<file path="src/rtl/uart_tx_pkg.sv">
// UART TX frame sequencer shared types: FSM states and output-mux select codes.
// The select codes are also decoded by the TX output mux.
package uart_tx_pkg;

    typedef enum logic [2:0] {
        S_IDLE,
        S_START,
        S_DATA,
        S_PARITY,
        S_STOP
    } state_t;

    localparam logic [1:0] MUX_START = 2'b00;
    localparam logic [1:0] MUX_STOP  = 2'b01;
    localparam logic [1:0] MUX_DATA  = 2'b10;
    localparam logic [1:0] MUX_PAR   = 2'b11;

endpackage

</file>
<file path="src/rtl/uart_tx_ctrl.sv">
// UART TX frame sequencer: start, data (LSB first), optional parity, stop bits.
// Define UART_TX_STOP2_EN for two stop bits (accept window moves to the 2nd one).
module uart_tx_ctrl
    import uart_tx_pkg::*;
#(
    parameter int DATA_WIDTH = 8,
    parameter int CNT_W      = (DATA_WIDTH > 1) ? $clog2(DATA_WIDTH) : 1
) (
    input  logic             CLK,
    input  logic             RST,
    input  logic             DATA_VALID,
    input  logic             PAR_EN,
    output logic             ACCEPT,
    output logic             SER_EN,
    output logic [CNT_W-1:0] BIT_IDX,
    output logic [1:0]       MUX_SEL,
    output logic             BUSY
);

    localparam logic [CNT_W-1:0] LAST_BIT = CNT_W'(DATA_WIDTH - 1);

    state_t           state_q, state_d;
    logic [CNT_W-1:0] bit_cnt_q, bit_cnt_d;
    logic             par_en_q, par_en_d;
    logic             last_stop;

`ifdef UART_TX_STOP2_EN
    logic stop_cnt_q, stop_cnt_d;

    assign last_stop = (state_q == S_STOP) && stop_cnt_q;
`else
    assign last_stop = (state_q == S_STOP);
`endif

    always_ff @(posedge CLK) begin
        if (RST) begin
            state_q   <= S_IDLE;
            bit_cnt_q <= '0;
            par_en_q  <= 1'b0;
        end else begin
            state_q   <= state_d;
            bit_cnt_q <= bit_cnt_d;
            par_en_q  <= par_en_d;
        end
    end

`ifdef UART_TX_STOP2_EN
    always_ff @(posedge CLK) begin
        if (RST) begin
            stop_cnt_q <= 1'b0;
        end else begin
            stop_cnt_q <= stop_cnt_d;
        end
    end
`endif

    always_comb begin
        state_d   = state_q;
        bit_cnt_d = '0;
        par_en_d  = par_en_q;
        SER_EN    = 1'b0;
        MUX_SEL   = MUX_STOP;
        BUSY      = 1'b1;
        BIT_IDX   = bit_cnt_q;
`ifdef UART_TX_STOP2_EN
        stop_cnt_d = 1'b0;
`endif
        ACCEPT = DATA_VALID && !RST
                 && ((state_q == S_IDLE) || last_stop);

        if (ACCEPT) begin
            par_en_d = PAR_EN;
        end

        unique case (state_q)
            S_IDLE: begin
                BUSY = 1'b0;
                if (ACCEPT) begin
                    state_d = S_START;
                end
            end
            S_START: begin
                MUX_SEL = MUX_START;
                state_d = S_DATA;
            end
            S_DATA: begin
                MUX_SEL = MUX_DATA;
                SER_EN  = 1'b1;
                if (bit_cnt_q == LAST_BIT) begin
                    state_d = par_en_q ? S_PARITY : S_STOP;
                end else begin
                    bit_cnt_d = bit_cnt_q + 1'b1;
                end
            end
            S_PARITY: begin
                MUX_SEL = MUX_PAR;
                state_d = S_STOP;
            end
            S_STOP: begin
                if (last_stop) begin
                    state_d = ACCEPT ? S_START : S_IDLE;
                end else begin
`ifdef UART_TX_STOP2_EN
                    stop_cnt_d = 1'b1;
`endif
                    state_d = S_STOP;
                end
            end
            default: begin
                state_d = S_IDLE;
            end
        endcase
    end

endmodule

</file>
<file path="config.mk">
export PLATFORM = sky130hd
export DESIGN_NAME = uart_tx_ctrl
export DESIGN_NICKNAME = d
export VERILOG_FILES = /design/src/rtl/uart_tx_pkg.sv /design/src/rtl/uart_tx_ctrl.sv
export SDC_FILE = /design/constraint.sdc
export NUM_CORES = 1
export LEC_CHECK = 0
export ABC_CLOCK_PERIOD_IN_PS = 1400
export CAP_MARGIN = 10
export CORE_AREA = 10 10 47 49
export CTS_BUF_LIST = sky130_fd_sc_hd__clkbuf_4
export CTS_CLUSTER_SIZE = 40
export DETAILED_ROUTE_END_ITERATION = 12
export DIE_AREA = 0 0 57 59
export GPL_TIMING_DRIVEN = 0
export RECOVER_POWER = 50
export SYNTH_ARGS = -nofsm -noshare
export SYNTH_HDL_FRONTEND = slang
export SYNTH_SLANG_ARGS = --single-unit
</file>
<file path="constraint.sdc">
create_clock -name CLK -period 1.4 [get_ports CLK]
set_clock_uncertainty 0.05 [all_clocks]
set_input_delay 0.35 -clock CLK [delete_from_list [all_inputs] [get_ports CLK]]
set_output_delay 0.35 -clock CLK [all_outputs]
set_load 0.01 [all_outputs]
</file>
==> out/metrics.yaml, run 1 <==
sta:
  clock.fmax_mhz: 652
  rsz0062_at_grt: "true"
  layout_setup_ws_ns: -0.133
  finalMaxSlewViolations: 0
  hold_viol: 0
  slew-limit-headroom_pct: 81.2
  period_needed_ns: 1.53
  fin_crit_sh_pct: 109
  setup_viol: 4
  max_slew.worst_pin.slew_ns: 0.280
routing:
  avgRoutedWirePerCell_um: 12.6
  wirelength_um: 945
  drt_iter0_drc: 3
  viasPerCell: 4.56
  drt_first_pass_iters: 2
  vias: 342
  drc: 0
  drtAntennaViolNets: 0
cts:
  cts_root_buf: "clkbuf_4"
  h-tree-depth: 1
  clk_pin_slew_ns: 0.06
  cts_max_path_buffers: 2
  hold_buffers: 0
  tritoncts: "built"
  cts-buffers-inserted: 3
  clkLatencyLatePin_ns: 0.25
  cts.sinks: 7
synthesis:
  postSynthCellCount: 39
  synthesis.nets: 45
  ys_warn_count: 0
  synth_seq_cells: 7
  synth.top_cells.by_area: "dfxtp_1 (38%), ha_1 (6.8%), nor2b_1 (5.1%)"
  synth_largest_area_cell: "dfxtp_1"
  syn-cell-area_um2: 365
  syn_area_per_cell_um2: 9.37
  synth.top_cell.area_share_pct: 38.4
  ys_seq_area_share_pct: 38.4
  yosysUniqueCellTypes: 25
finish:
  fin_nets: 66
  final_cell_mix: "dlygate4sd2_1 (5), buf_4 (5), dfxtp_1 (4), nor2_1 (4)"
  utilization_pct: 41.3
  drive_gt1_share_pct: 44.1
  area_growth_pct: 58.6
  fin_area_um2: 579
  n_antenna_cell: 0
setup_path:
  path_max_fanout: 4
  crit_path_max_incr_delay_ns: 0.35
  setup.worst_path.class: "flip-flop to primary output"
  crit_chain: "buf_6 > nor4b_2 > buf_2"
  slowest_stage: "dfxtp_4"
  arrival_ns: 1.13
  reg2reg_depth: 4
  required_ns: 1.00
  start_kind: "flip-flop"
  crit_path_end_kind: "primary output"
floorplanning:
  core-area_um2: 1400
  die_h_um: 59
  die_area_um2: 3360
  pin_count: 12
  start_util_pct: 26.1
  die_x_um: 57
  std_cell_rows: 14
pwr:
  p_sw_mw: 0.155
  pwr-share-comb_pct: 25.0
  seqPwrFrac_pct: 40.1
  p_int_mw: 0.388
  clkPwrFrac_pct: 35.0
  ir_drop_v: 0.000592
  p_sw_share_pct: 28.6
  cellPowerDensity_nw_per_um2: 938
  leakage_nw: 0.270
  design_power_total_mw: 0.543
outcome:
  status: "finished with violations"
  failed_checks: "setup timing"
placed_design:
  place_area_um2: 495
  place_congestion: 0.718
  port_buffers: 11
grt:
  grt_use_total_pct: 5.57
  grt_pass1_vias: 386
  grt_max_degree: 8
  antenna_found_initial: 0
  grt_pass1_wl_um: 1590
  overflow: 0
hold_path:
  hold_class: "flip-flop to flip-flop"
  min_path_cells: 1
job:
  drv_cap: 0
==> cell usage after synthesis <==
cell and number:
ha_1 2, nor3b_1 1, nor4b_1 1, nand2b_4 1
nand2_2 1, and2_1 2, a2bb2oi_1 1, nor2b_1 3
o21a_1 1, nor3_1 1, clkinv_2 1, o21ai_0 1
mux2i_1 1, o21bai_1 1, buf_2 1, a2111oi_2 1
inv_1 2, or3_2 1, and2b_2 1, a211oi_1 1
nand2b_1 1, nor4_1 1, nor2_1 4, a21oi_1 1
dfxtp_1 7
==> worst max-delay path, delay by kind of cell (launching register included) <==
kind,cells,cell delay (ns)
DFF,1,0.35
buffers and inverters,2,0.29
and+or+nand+nor,1,0.23
==> per-stage QoR <==
stage,hold WS (ns),std cells,setup TNS [ns],worst slack (ns)
after floorplan,0.372,39,0,0.0760
after global placement,0.391,66,-2.78,-0.757
after detailed placement,0.399,66,-2.75,-0.767
after CTS,0.404,73,-0.387,-0.144
after global routing,0.438,75,-0.891,-0.160
final,0.396,75,-0.345,-0.133
==> path summary, 6_finish.rpt <==
check	startpoint	end	slack (ns)
max	state_q[1]	ACCEPT	-0.13
min reg2reg	BIT_IDX[0]	BIT_IDX[0]	0.40
max reg2reg	BIT_IDX[0]	BIT_IDX[2]	0.04
min	BIT_IDX[0]	BIT_IDX[0]	0.40
==> area by class of cell <==
| class | count | area, µm² |
|---|---|---|
| multi-input cells | 28 | 224 |
| flip-flops and latches | 7 | 151 |
| clock inverters | 1 | 5.00 |
| clock buffers | 3 | 22.5 |
| fillers | 150 | 822 |
| well taps | 16 | 20.0 |
| inverters | 3 | 16.3 |
| repair buffers | 17 | 140 |
==> logic make-up after synthesis <==
kind of cell / Yosys count / synth area share, %
muxes: 1 / 2.74
adders and majority gates: 2 / 6.85
buffers and inverters: 4 / 4.79
AOI/OAI and AO/OA: 7 / 15.4
and+or+nand+nor: 18 / 31.9
DFF: 7 / 38.4
==> power by group through the flow <==
stage                     registers (mW)  clock network [mW]  logic [mW]
after floorplan                    0.221                   0      0.0637
after global placement             0.222                   0       0.119
after detailed placement           0.222                   0       0.119
after CTS                          0.218               0.195       0.129
after global routing               0.220               0.201       0.148
final                              0.218               0.190       0.136
==> registers in the layout, summed over array words and instances (netlist names) <==
name      count
BIT_IDX       3
state_q       3
par_en_q      1
==> per-layer routing <==
metal  vias to the layer above  global-route usage (%)  wire (µm)
li1                        175                       -          -
met1                       158                    5.46        381
met2                         9                    9.77        477
met3                         0                    3.00         87
met4                         0                    2.01          0
met5                         -                       0          0
==> timing repair <==
action | CTS | global route
buffers inserted | 4 | 2
gates cloned | 0 | 0
endpoints found under the hold margin | 0 | 0
endpoints found under the setup margin | 11 | 10
pin swaps | 2 | 0
resized for setup | 39 | 2
(Power assumes the default switching activity.)
==> run 2: changes to the inputs <==
--- a/config.mk
+++ b/config.mk
@@ -5,7 +5,7 @@
 export SDC_FILE = /design/constraint.sdc
 export NUM_CORES = 1
 export LEC_CHECK = 0
-export ABC_CLOCK_PERIOD_IN_PS = 1400
+export ABC_CLOCK_PERIOD_IN_PS = 1720
 export CAP_MARGIN = 10
 export CORE_AREA = 10 10 47 49
 export CTS_BUF_LIST = sky130_fd_sc_hd__clkbuf_4
@@ -13,6 +13,7 @@
 export DETAILED_ROUTE_END_ITERATION = 12
 export DIE_AREA = 0 0 57 59
 export GPL_TIMING_DRIVEN = 0
+export PLACE_DENSITY_LB_ADDON = 0.05
 export RECOVER_POWER = 50
 export SYNTH_ARGS = -nofsm -noshare
 export SYNTH_HDL_FRONTEND = slang
==> constraint.sdc (replaced) <==
create_clock -name CLK -period 1.72 [get_ports CLK]
set_clock_uncertainty 0.05 [all_clocks]
set_input_delay 0.43 -clock CLK [delete_from_list [all_inputs] [get_ports CLK]]
set_output_delay 0.43 -clock CLK [all_outputs]
set_load 0.01 [all_outputs]
==> run 2 against run 1 <==
  * The run now ends clean
  * Clock power is 14% lower
  * Global-route usage down 0.17 points
  * Critical path depth unchanged
  * Via count fell by 4.7%
  * Design area decreased by 6.0%
  * First-iteration DRC count fell by 67%
==> out/metrics.yaml, run 2 (synthesis results as in run 1) <==
outcome:
  status: "completed"
sta:
  layout_setup_ws_ns: 0.0795
  timing.setup.tns_ns: 0
  rsz0062_at_grt: "false"
  fin_crit_sh_pct: 95.4
  period_needed_ns: 1.64
  max_slew.worst_pin.slew_ns: 0.389
  timing.hold.ws_ns: 0.397
  slew-limit-headroom_pct: 73.8
  hold_viol: 0
  clock.fmax_mhz: 610
  finalMaxSlewViolations: 0
  setup_viol: 0
pwr:
  p_sw_share_pct: 25.2
  seqPwrFrac_pct: 41.4
  pwr-share-comb_pct: 21.4
  design_power_total_mw: 0.442
  p_int_mw: 0.330
  leakage_nw: 0.239
  cellPowerDensity_nw_per_um2: 811
  clkPwrFrac_pct: 37.2
  ir_drop_v: 0.000267
  p_sw_mw: 0.111
placed_design:
  place_area_um2: 495
  place_congestion: 0.687
  port_buffers: 11
  place_ws_ns: -0.641
  place_inst: 66
finish:
  fin_nets: 62
  final_cells: 71
  utilization_pct: 38.8
  fillers: 161
  seqCellArea_um2: 146
  drive_gt1_share_pct: 32.7
  area_growth_pct: 49.0
  multi_input_area_um2: 211
  fin_area_um2: 544
  n_antenna_cell: 0
  final_cell_mix: "dfxtp_1 (4), nor2_1 (4), clkbuf_4 (4), dlygate4sd2_1 (4), clkdlybuf4s50_1 (4)"
cts:
  h-tree-depth: 1
  clk_pin_slew_ns: 0.05
  cts_max_path_buffers: 2
  clkLatencyLatePin_ns: 0.25
  cts_root_buf: "clkbuf_4"
  cts-buffers-inserted: 3
  tritoncts: "built"
  hold_buffers: 0
  cts.sinks: 7
floorplanning:
  std_cell_rows: 14
  pin_count: 12
  die_h_um: 59
  die_x_um: 57
  start_util_pct: 26.1
  die_area_um2: 3360
  core-area_um2: 1400
grt:
  busiest_layer: "met2"
  grt_pass1_vias: 342
  overflow: 0
  antenna_found_initial: 0
  met3_usage_pct: 2.58
  gr-usage-met1_pct: 5.10
  use_met2_pct: 9.92
  grt_use_total_pct: 5.40
  grt_max_degree: 12
  grt_pass1_wl_um: 1460
setup_path:
  required_ns: 1.24
  crit_path_end_kind: "primary output"
  arrival_ns: 1.16
  reg2reg_from: "BIT_IDX[0]"
  setup.worst_path.class: "flip-flop to primary output"
  start_kind: "flip-flop"
  r2r_slack_ns: 0.27
  reg2reg_depth: 4
  path_max_fanout: 5
  reg2reg_to: "BIT_IDX[2]"
routing:
  drt_iter0_drc: 1
  wirelength_um: 889
  avgRoutedWirePerCell_um: 12.5
  vias: 326
  viasPerCell: 4.59
  drc: 0
  drt_first_pass_iters: 3
  drtAntennaViolNets: 0
hold_path:
  worstHoldStart: "BIT_IDX[0]"
  holdPathEnd: "BIT_IDX[0]"
  min_path_cells: 1
  hold_class: "flip-flop to flip-flop"
job:
  drv_cap: 0
## run 2: cell count changes in the layout (fill, tap and decap cells not counted), sizes merged
cell and change:
clkdlybuf4s50 +3, clkbuf +1, buf -6, dlygate4sd2 -1
clkinv -1
## run 2: cell type report
class,count,share of cell area [%]
clock buffer,4,5.52
tap,16,3.68
multi-input combinational,28,38.9
sequential,7,26.9
timing repair buffer,13,22.8
inverter,3,2.30
## run 2: power groups by stage
stage	Combinational [mW]	Sequential, mW	Clock (mW)
floorplan	0.0519	0.180	0
global placement	0.0969	0.180	0
detailed placement	0.0983	0.181	0
CTS	0.0812	0.184	0.172
global route	0.105	0.185	0.186
finish	0.0944	0.183	0.164
## run 2: repair_timing
action | in CTS | in global routing
pin swaps | 0 | 0
setup buffers | 0 | 2
gates resized for setup | 21 | 3
setup endpoints to repair | 5 | 2
## run 2: worst max-delay path by stage
stage          endpoint       start  slack (ns)  depth (start not counted)
6_report         ACCEPT  state_q[1]        0.08                          3
5_1_grt          ACCEPT  state_q[1]       0.008                          3
4_1_cts            BUSY  state_q[1]      -0.002                          2
3_5_place_dp     ACCEPT         RST       -0.64                          3
3_3_place_gp     ACCEPT         RST       -0.62                          3
2_1_floorplan    ACCEPT  state_q[0]        0.32                          2
## run 2: worst max-delay path, stage by stage, from the launching register on
cell and delay, ns:
dfxtp_4 0.36, buf_4 0.13, nor4b_2 0.25, buf_2 0.17
## run 2: metal layers
metal  up-vias  share of wire [%]  wire, µm
met5         -                  0         0
met3         0                2.6        23
met4         0                  0         0
met2         4                 55       491
met1       153                 42       373
li1        169                  -         -
==> run 3: changes to the inputs <==
--- a/config.mk
+++ b/config.mk
@@ -13,7 +13,7 @@
 export DETAILED_ROUTE_END_ITERATION = 12
 export DIE_AREA = 0 0 57 59
 export GPL_TIMING_DRIVEN = 0
-export PLACE_DENSITY_LB_ADDON = 0.05
+export PLACE_DENSITY_LB_ADDON = 0.12
 export RECOVER_POWER = 50
 export SYNTH_ARGS = -nofsm -noshare
 export SYNTH_HDL_FRONTEND = slang
==> run 3 against run 2 <==
  * Final cell count down 1.4%
  * Highest routed layer unchanged
  * Flip-flop and latch count did not move
  * Die area is the same
  * Global-route usage barely moved
  * Sequential share of layout area rose by 0.83 points
  * Register-to-register slack improved by 0.03 ns
  * Via count shrank 4.3%
  * Sequential power shrank 2%
  * Combinational power fell by 4.7%
  * Largest power group unchanged
==> out/metrics.yaml, run 3 (synthesis results as in run 1) <==
outcome:
  status: "completed"
finish:
  fillers: 157
  n_antenna_cell: 0
  final_cell_mix: "dfxtp_1 (4), nor2_1 (4), clkbuf_4 (4), dlygate4sd2_1 (4), clkdlybuf4s50_1 (4)"
  area_growth_pct: 44.5
  final_cells: 70
  fin_area_um2: 528
  fin_nets: 61
  utilization_pct: 37.7
  drive_gt1_share_pct: 31.5
cts:
  cts-buffers-inserted: 3
  cts_root_buf: "clkbuf_4"
  cts_max_path_buffers: 2
  post-cts-setup-buffers: 0
  h-tree-depth: 1
  clk_pin_slew_ns: 0.06
  tritoncts: "built"
  cts.sinks: 7
  clkLatencyLatePin_ns: 0.25
floorplanning:
  start_util_pct: 26.1
  die_h_um: 59
  core-area_um2: 1400
  die_x_um: 57
  std_cell_rows: 14
  pin_count: 12
  die_area_um2: 3360
setup_path:
  start_kind: "flip-flop"
  required_ns: 1.24
  critPathTopFamily: "flip-flops"
  crit_path_end_kind: "primary output"
  crit_path_max_incr_delay_ns: 0.32
  reg2reg_depth: 4
  setup.worst_path.class: "flip-flop to primary output"
  arrival_ns: 1.17
  path_max_fanout: 10
  r2r_slack_ns: 0.30
  slowest_stage: "dfxtp_2"
  crit_chain: "buf_6 > and2b_2 > o21bai_1 > buf_2"
  path_buf_inv: 2
  reg2reg_to: "BIT_IDX[1]"
  critPathCapture: "MUX_SEL[0]"
  startpoint: "state_q[0]"
  reg2reg_from: "BIT_IDX[0]"
  cp.depth: 4
sta:
  hold_viol: 0
  setup_viol: 0
  clock.fmax_mhz: 606
  slew-limit-headroom_pct: 73.2
  layout_setup_ws_ns: 0.0694
  rsz0062_at_grt: "false"
  finalMaxSlewViolations: 0
  timing.setup.tns_ns: 0
  period_needed_ns: 1.65
  timing.hold.ws_ns: 0.394
  max_slew.worst_pin.slew_ns: 0.399
  fin_crit_sh_pct: 96.0
grt:
  grt_use_total_pct: 5.36
  grt_pass1_vias: 319
  overflow: 0
  grt_max_degree: 11
  antenna_found_initial: 0
  grt_pass1_wl_um: 1440
routing:
  wirelength_um: 812
  vias: 312
  drc: 0
  viasPerCell: 4.46
  drtAntennaViolNets: 0
  drt_first_pass_iters: 3
  avgRoutedWirePerCell_um: 11.6
  drt_iter0_drc: 3
placed_design:
  port_buffers: 11
  place_inst: 66
  place_ws_ns: -0.599
  place_area_um2: 495
  place_congestion: 0.705
  dpl.hpwl_um: 623
job:
  drv_cap: 0
pwr:
  ir_drop_v: 0.000309
  cellPowerDensity_nw_per_um2: 835
  design_power_total_mw: 0.441
  leakage_nw: 0.231
hold_path:
  hold_class: "flip-flop to flip-flop"
[run 3: how the worst min path moves through the flow]
stage | depth (start not counted) | slack, ns | to | from
global route | 1 | 0.44 | BIT_IDX[0] | BIT_IDX[0]
floorplan | 2 | 0.41 | par_en_q | par_en_q
global placement | 1 | 0.38 | BIT_IDX[0] | BIT_IDX[0]
detailed placement | 1 | 0.39 | BIT_IDX[0] | BIT_IDX[0]
finish | 1 | 0.39 | BIT_IDX[0] | BIT_IDX[0]
CTS | 1 | 0.40 | BIT_IDX[0] | BIT_IDX[0]
[run 3: routing by layer]
layer / part of all wire [%] / vias up / global-route usage [%]
met1: 42 / 138 / 5.71
met3: 7.1 / 0 / 3.22
li1: - / 165 / -
met5: 0 / - / 0
met4: 0 / 0 / 2.01
met2: 51 / 9 / 8.53
[run 3: worst register-to-register path: stages (launching register included)]
cell     delay, ns
dfxtp_1       0.32
ha_1          0.20
ha_1          0.23
nor4_1        0.38
and2_0        0.18
[run 3: repair_timing]
item	in CTS	in global routing
hold buffers	0	0
endpoints found under the setup margin	5	2
gates resized for setup	21	5
[run 3: layout make-up]
class	count	area (µm²)	share of cell area (%)
inverters	3	12.5	2.37
clock buffers	4	30.0	5.69
plain buffers	1	11.3	2.13
well taps	16	20.0	3.79
multi-input cells	28	211	40.0
repair buffers	11	96.3	18.2
flip-flops and latches	7	146	27.7
[run 3: report_power, final]
group / total [mW] / internal [mW] / switching (mW) / leakage (nW)
Combinational: 0.0900 / 0.0491 / 0.0410 / 0.154
Clock: 0.172 / 0.105 / 0.0674 / 0.0184
Sequential: 0.179 / 0.171 / 0.00799 / 0.0585
Total: 0.441 / 0.324 / 0.116 / 0.231
